==> src/rtl/axis_burst_scheduler.sv <==
// axis_burst_scheduler
//   Sequences an AXI-Stream data generator: enables it for a programmed
//   number of bursts with a programmable idle gap between bursts, and gates
//   its stream so that no beat escapes outside a scheduled burst.
//
// State | meaning
//   IDLE | waiting for start_i; gate closed, generator disabled
//   RUN  | burst in progress; gate open, generator enabled
//   GAP  | idle cycles between two bursts; gate closed
//
// Ports
//   clk_i, a_rst_n_i          clock, asynchronous active-low reset
//   start_i, abort_i          control pulses
//   burst_num_i, gap_len_i    burst count and inter-burst gap, latched on start
//   gen_enable_o              generator enable (high while in RUN)
//   s_axis_*                  stream from the generator
//   m_axis_*                  gated stream to downstream (zero latency)
//   busy_o, done_o, error_o   status (done is a one-cycle pulse, error sticky)
//   burst_cnt_o, beat_cnt_o   completed bursts, transferred beats (saturating)
module axis_burst_scheduler #(
  parameter int AXIS_DATA_WIDTH = 32,
  parameter int BURST_CNT_WIDTH = 16,
  parameter int GAP_WIDTH       = 16,
  parameter int BEAT_CNT_WIDTH  = 32,
  parameter int TIMEOUT_CYCLES  = 1024
) (
  input  logic                         clk_i,
  input  logic                         a_rst_n_i,
  input  logic                         start_i,
  input  logic                         abort_i,
  input  logic [BURST_CNT_WIDTH-1:0]   burst_num_i,
  input  logic [GAP_WIDTH-1:0]         gap_len_i,
  output logic                         gen_enable_o,
  input  logic [AXIS_DATA_WIDTH-1:0]   s_axis_tdata_i,
  input  logic [AXIS_DATA_WIDTH/8-1:0] s_axis_tkeep_i,
  input  logic                         s_axis_tvalid_i,
  input  logic                         s_axis_tlast_i,
  output logic                         s_axis_tready_o,
  output logic [AXIS_DATA_WIDTH-1:0]   m_axis_tdata_o,
  output logic [AXIS_DATA_WIDTH/8-1:0] m_axis_tkeep_o,
  output logic                         m_axis_tvalid_o,
  output logic                         m_axis_tlast_o,
  input  logic                         m_axis_tready_i,
  output logic                         busy_o,
  output logic                         done_o,
  output logic                         error_o,
  output logic [BURST_CNT_WIDTH-1:0]   burst_cnt_o,
  output logic [BEAT_CNT_WIDTH-1:0]    beat_cnt_o
);

  localparam int STALL_W = $clog2(TIMEOUT_CYCLES + 1);

  typedef enum logic [1:0] {
    S_IDLE = 2'd0,
    S_RUN  = 2'd1,
    S_GAP  = 2'd2
  } state_t;

  state_t                       state_q;
  logic [BURST_CNT_WIDTH-1:0]   burst_num_q;
  logic [BURST_CNT_WIDTH-1:0]   burst_cnt_q;
  logic [BURST_CNT_WIDTH-1:0]   burst_cnt_d;
  logic [GAP_WIDTH-1:0]         gap_len_q;
  logic [GAP_WIDTH-1:0]         gap_cnt_q;
  logic [BEAT_CNT_WIDTH-1:0]    beat_cnt_q;
  logic [STALL_W-1:0]           stall_cnt_q;
  logic [STALL_W-1:0]           stall_cnt_d;
  logic                         done_q;
  logic                         error_q;
  logic                         gate_open;
  logic                         hs;

  assign gate_open = (state_q == S_RUN);
  assign hs        = s_axis_tvalid_i & m_axis_tready_i & gate_open;

  assign burst_cnt_d = burst_cnt_q + 1'b1;
  assign stall_cnt_d = stall_cnt_q + 1'b1;

  assign m_axis_tdata_o  = s_axis_tdata_i;
  assign m_axis_tkeep_o  = s_axis_tkeep_i;
  assign m_axis_tlast_o  = s_axis_tlast_i;
  assign m_axis_tvalid_o = s_axis_tvalid_i & gate_open;
  assign s_axis_tready_o = m_axis_tready_i & gate_open;

  assign gen_enable_o = gate_open;
  assign busy_o       = (state_q != S_IDLE);
  assign done_o       = done_q;
  assign error_o      = error_q;
  assign burst_cnt_o  = burst_cnt_q;
  assign beat_cnt_o   = beat_cnt_q;

  always_ff @(posedge clk_i or negedge a_rst_n_i) begin
    if (!a_rst_n_i) begin
      state_q     <= S_IDLE;
      burst_num_q <= '0;
      burst_cnt_q <= '0;
      gap_len_q   <= '0;
      gap_cnt_q   <= '0;
      beat_cnt_q  <= '0;
      stall_cnt_q <= '0;
      done_q      <= 1'b0;
      error_q     <= 1'b0;
    end else begin
      done_q <= 1'b0;
      // The stall count only has meaning inside RUN; zero it everywhere else.
      if (state_q != S_RUN) stall_cnt_q <= '0;

      if (abort_i) begin
        state_q <= S_IDLE;
      end else begin
        case (state_q)
          S_IDLE: begin
            if (start_i) begin
              burst_cnt_q <= '0;
              beat_cnt_q  <= '0;
              error_q     <= 1'b0;
              if (burst_num_i == '0) begin
                done_q <= 1'b1;
              end else begin
                burst_num_q <= burst_num_i;
                gap_len_q   <= gap_len_i;
                state_q     <= S_RUN;
              end
            end
          end

          S_RUN: begin
            stall_cnt_q <= s_axis_tvalid_i ? '0 : stall_cnt_d;
            if (hs) begin
              if (~&beat_cnt_q) beat_cnt_q <= beat_cnt_q + 1'b1;
              if (s_axis_tlast_i) begin
                burst_cnt_q <= burst_cnt_d;
                if (burst_cnt_d == burst_num_q) begin
                  state_q <= S_IDLE;
                  done_q  <= 1'b1;
                end else if (gap_len_q != '0) begin
                  // Down-counter: leaves GAP on the cycle it holds 1.
                  gap_cnt_q <= gap_len_q;
                  state_q   <= S_GAP;
                end
              end
            end else if (!s_axis_tvalid_i &&
                         stall_cnt_d == STALL_W'(TIMEOUT_CYCLES)) begin
              error_q <= 1'b1;
              state_q <= S_IDLE;
            end
          end

          S_GAP: begin
            gap_cnt_q <= gap_cnt_q - 1'b1;
            if (gap_cnt_q == GAP_WIDTH'(1)) state_q <= S_RUN;
          end

          default: state_q <= S_IDLE;
        endcase
      end
    end
  end

endmodule

==> config.mk <==
export PLATFORM = sky130hd
export DESIGN_NAME = axis_burst_scheduler
export DESIGN_NICKNAME = d
export VERILOG_FILES = /design/src/rtl/axis_burst_scheduler.sv
export SDC_FILE = /design/constraint.sdc
export NUM_CORES = 1
export LEC_CHECK = 0
export CAP_MARGIN = 5
export CELL_PAD_IN_SITES_DETAIL_PLACEMENT = 1
export CELL_PAD_IN_SITES_GLOBAL_PLACEMENT = 1
export CORE_MARGIN = 5
export CORE_UTILIZATION = 40
export DETAILED_ROUTE_END_ITERATION = 7
export GPL_TIMING_DRIVEN = 0
export PLACE_DENSITY = 0.9
export SLEW_MARGIN = 20
export SYNTH_ARGS = -nofsm -noshare
export SYNTH_HDL_FRONTEND = slang
export SYNTH_SLANG_ARGS = --single-unit
==> constraint.sdc <==
create_clock -name clk_i -period 8.68 [get_ports clk_i]
set_input_delay 1.302 -clock clk_i [delete_from_list [all_inputs] [get_ports clk_i]]
set_output_delay 1.302 -clock clk_i [all_outputs]
set_load 0.03 [all_outputs]
==> results.py <==
metrics = {
    "global_routing": {
        "grt_max_degree": 63,
        "grtUsageMet3_pct": 3.553,
        "grt_pass1_wl_um": 30760,
        "grt_overflow_total": 0,
        "use_met2_pct": 35.99,
        "grt_pass1_vias": 5995,
        "busiest_layer": "met2",
        "use_met1_pct": 26.00,
        "track_usage_pct": 20.75,
        "antenna_found_initial": 0,
    },
    "pwr": {
        "p_int_mw": 1.006,
        "power_leakage_nw": 3.481,
        "switching_share_pct": 29.17,
        "powerDensity_nw_per_um2": 171.1,
        "p_sw_uw": 414.2,
        "power.share.clock_pct": 33.5,
        "p_seq_share_pct": 46.2,
        "peakVddDrop_mv": 0.1079,
        "combinationalPowerShare_pct": 20.3,
    },
    "route": {
        "drt_first_pass_iters": 4,
        "viasPerCell": 5.517,
        "route.detailed.drc": 0,
        "drtAntennaViolNets": 0,
        "drtIter0Drc": 319,
        "drt-wirelength-per-cell_um": 18.29,
        "wl_um": 19120,
        "dr_total_vias": 5765,
    },
    "sta": {
        "fin_worst_skew_ns": 0.01297,
        "min_period_over_period_pct": 47.34,
        "fmax_ghz": 0.2434,
        "timing_worst_slew_pin_value_ns": 0.8790,
        "rsz0062_at_grt": "false",
        "period_needed_ns": 4.109,
        "finalHoldViolCount": 0,
        "relSlewSlack_pct": 40.95,
        "slew_violations": 0,
        "setup_viol": 0,
        "finalSetupTns_ns": 0,
    },
    "logic_synthesis": {
        "seq_area_frac_synth_pct": 43.52,
        "synth_area_leaders": "dfrtp_1 44%, mux2_2 6.0%, xor2_1 4.8%",
        "synth_fp_nets": 765,
        "synth_top_area_share_pct": 43.52,
        "synthFlopType": "dfrtp_1",
        "avgSynthCellArea_um2": 9.331,
        "synthesis.instances": 684,
        "synth_top_cell_by_area": "dfrtp_1",
        "ys_warn_count": 0,
        "async_flop_share_pct": 100.0,
        "netlist_area_um2": 6382,
        "synth_enable_flop_cells": 0,
        "synth.ff_latch_count": 111,
        "yosysMostFrequentCell": "dfrtp_1",
        "yosys-top-cells-count": "111 x dfrtp_1, 71 x nor2_1, 55 x nand2_1",
        "synth_cell_type_count": 60,
    },
    "critical_path": {
        "cp_common_cell": "clkdlybuf4s50_1",
        "cp_top_family": "buffers and inverters",
        "critPathLaunchType": "input port",
        "r2r_setup_slack_ns": 5.30,
        "required_ns": 7.38,
        "worstPathArrival_ns": 2.81,
        "setup.worst_path.start": "s_axis_tvalid_i",
        "rr_worst_depth": 11,
        "crit_slowest_cell": "clkdlybuf4s50_1",
        "cp_max_fo": 6,
        "r2r-start": "burst_cnt_o[0]",
        "end_kind": "primary output",
        "crit_chain": "clkdlybuf4s50_1, and2_1, clkdlybuf4s50_1",
        "max_stage_delay_ns": 0.69,
        "cp.depth": 3,
        "r2r_end": "gap_cnt_q[8]",
        "crit_buf_inv": 2,
        "crit_type": "input port to primary output",
        "critPathCapture": "m_axis_tvalid_o",
    },
    "clock_network": {
        "cts_tree": "done",
        "clkLatencyLatePin_ns": 0.36,
        "cts_hold_buffers": 0,
        "cts-resized-gates": 0,
        "clock_path_buffers": 2,
        "htree_levels": 3,
        "numCtsBuffers": 9,
        "cts_root_buf": "clkbuf_16",
        "post_cts_buffers": 0,
        "cts_sinks": 111,
        "path_clk_slew_ns": 0.08,
    },
    "layout": {
        "register_area_um2": 2778,
        "diodes": 0,
        "fin_util_pct": 52.63,
        "layout-drive-gt1-share_pct": 12.42,
        "fin_nets": 906,
        "area_growth_pct": 30.05,
        "multi_input_area_um2": 3126,
        "fillers": 1839,
    },
    "floorplan": {
        "die_area_um2": 18580,
        "rows": 46,
        "die_h_um": 136.3,
        "initial_core_util_pct": 40.47,
        "fp.dieW_um": 136.3,
        "io_pins": 166,
        "core-area_um2": 15770,
    },
    "run": {
        "max_cap_violations": 0,
    },
    "placement": {
        "dp_hpwl_um": 14300,
        "io_buffers": 129,
        "gp_congestion": 0.8370,
    },
    "run_status": {
        "status": "finished clean",
    },
    "hold_path": {
        "hp-class": "flip-flop to flip-flop",
    },
}
layout by cell type (no fill, tap or decap), types with 7 or more instances in the layout:
| cell type | synthesis | final |
|---|---|---|
| xnor2_1 | 18 | 18 |
| nor3_1 | 21 | 21 |
| nor2_1 | 71 | 71 |
| nor4_1 | 15 | 15 |
| xor2_1 | 35 | 35 |
| mux2_2 | 34 | 34 |
| nand3_1 | 31 | 31 |
| a31oi_1 | 10 | 10 |
| clkbuf_16 | 0 | 9 |
| o22ai_1 | 10 | 10 |
| and3_1 | 15 | 15 |
| dfrtp_1 | 111 | 111 |
| o31ai_1 | 10 | 10 |
| clkdlybuf4s50_1 | 0 | 128 |
| and4_1 | 7 | 7 |
| nand2_1 | 55 | 55 |
| o21ai_0 | 44 | 44 |
| a21oi_1 | 16 | 16 |
| inv_1 | 17 | 17 |
| nand4_1 | 20 | 20 |
| buf_4 | 37 | 37 |
| clkbuf_1 | 18 | 20 |
how the worst min path moves through the flow:
stage                          end  depth (start not counted)  slack, ns      startpoint
global placement    burst_num_q[2]                          1       0.50  burst_num_q[2]
finish              burst_num_q[2]                          1       0.54  burst_num_q[2]
CTS                 burst_num_q[2]                          1       0.54  burst_num_q[2]
global route          gap_len_q[6]                          1       0.57    gap_len_q[6]
detailed placement  burst_num_q[2]                          1       0.53  burst_num_q[2]
floorplan            gap_cnt_q[11]                          1       0.48   gap_cnt_q[11]
sequential cells by signal, summed over array words and instances, names as in the netlist, 2 cells and up:
name,cells
beat_cnt_o,32
burst_cnt_o,16
burst_num_q,16
gap_cnt_q,16
gap_len_q,16
stall_cnt_q,11
state_q,2
per-layer routing:
layer	wire, µm	vias to the layer above
li1	-	2702
met1	8108	2894
met2	9730	140
met3	858	29
met4	417	0
met5	0	-
power groups by stage:
stage / Combinational (mW) / Clock [mW] / Sequential [mW]
final: 0.288 / 0.476 / 0.656
after global routing: 0.316 / 0.504 / 0.665
after CTS: 0.292 / 0.481 / 0.655
after detailed placement: 0.288 / 0 / 0.663
after global placement: 0.273 / 0 / 0.656
after floorplan: 0.185 / 0 / 0.645
metrics by stage:
step                      setup WS (ns)  instances  hold slack (ns)  power (mW)  area, µm²
after floorplan                   5.541        684           0.4789      0.8299       6382
after global placement            1.900       1029           0.5017      0.9294       7944
after detailed placement          4.516       1030           0.5253      0.9506       7973
after CTS                         4.569       1045           0.5423       1.427       8300
after global routing              4.549       1045           0.5718       1.486       8300
final                             4.571       1045           0.5369       1.420       8300
cells by family after synthesis:
group | synth area share (%)
buffers and inverters | 7.508
AO/OA/AOI/OAI | 12.70
multiplexers | 5.999
adder cells (fa/ha/maj) | 1.176
flip-flops | 43.52
AND/OR/NAND/NOR | 21.47
XOR/XNOR | 7.626
final cells by class:
cell class	count	share of cell area (%)
repair buffers	130	15.90
plain buffers	66	5.005
well taps	216	3.256
flip-flops and latches	111	33.46
clock buffers	11	2.804
inverters	17	0.7688
multi-input cells	490	37.65
clock inverters	4	1.146
Note: power is estimated with default switching activity, not from simulation.
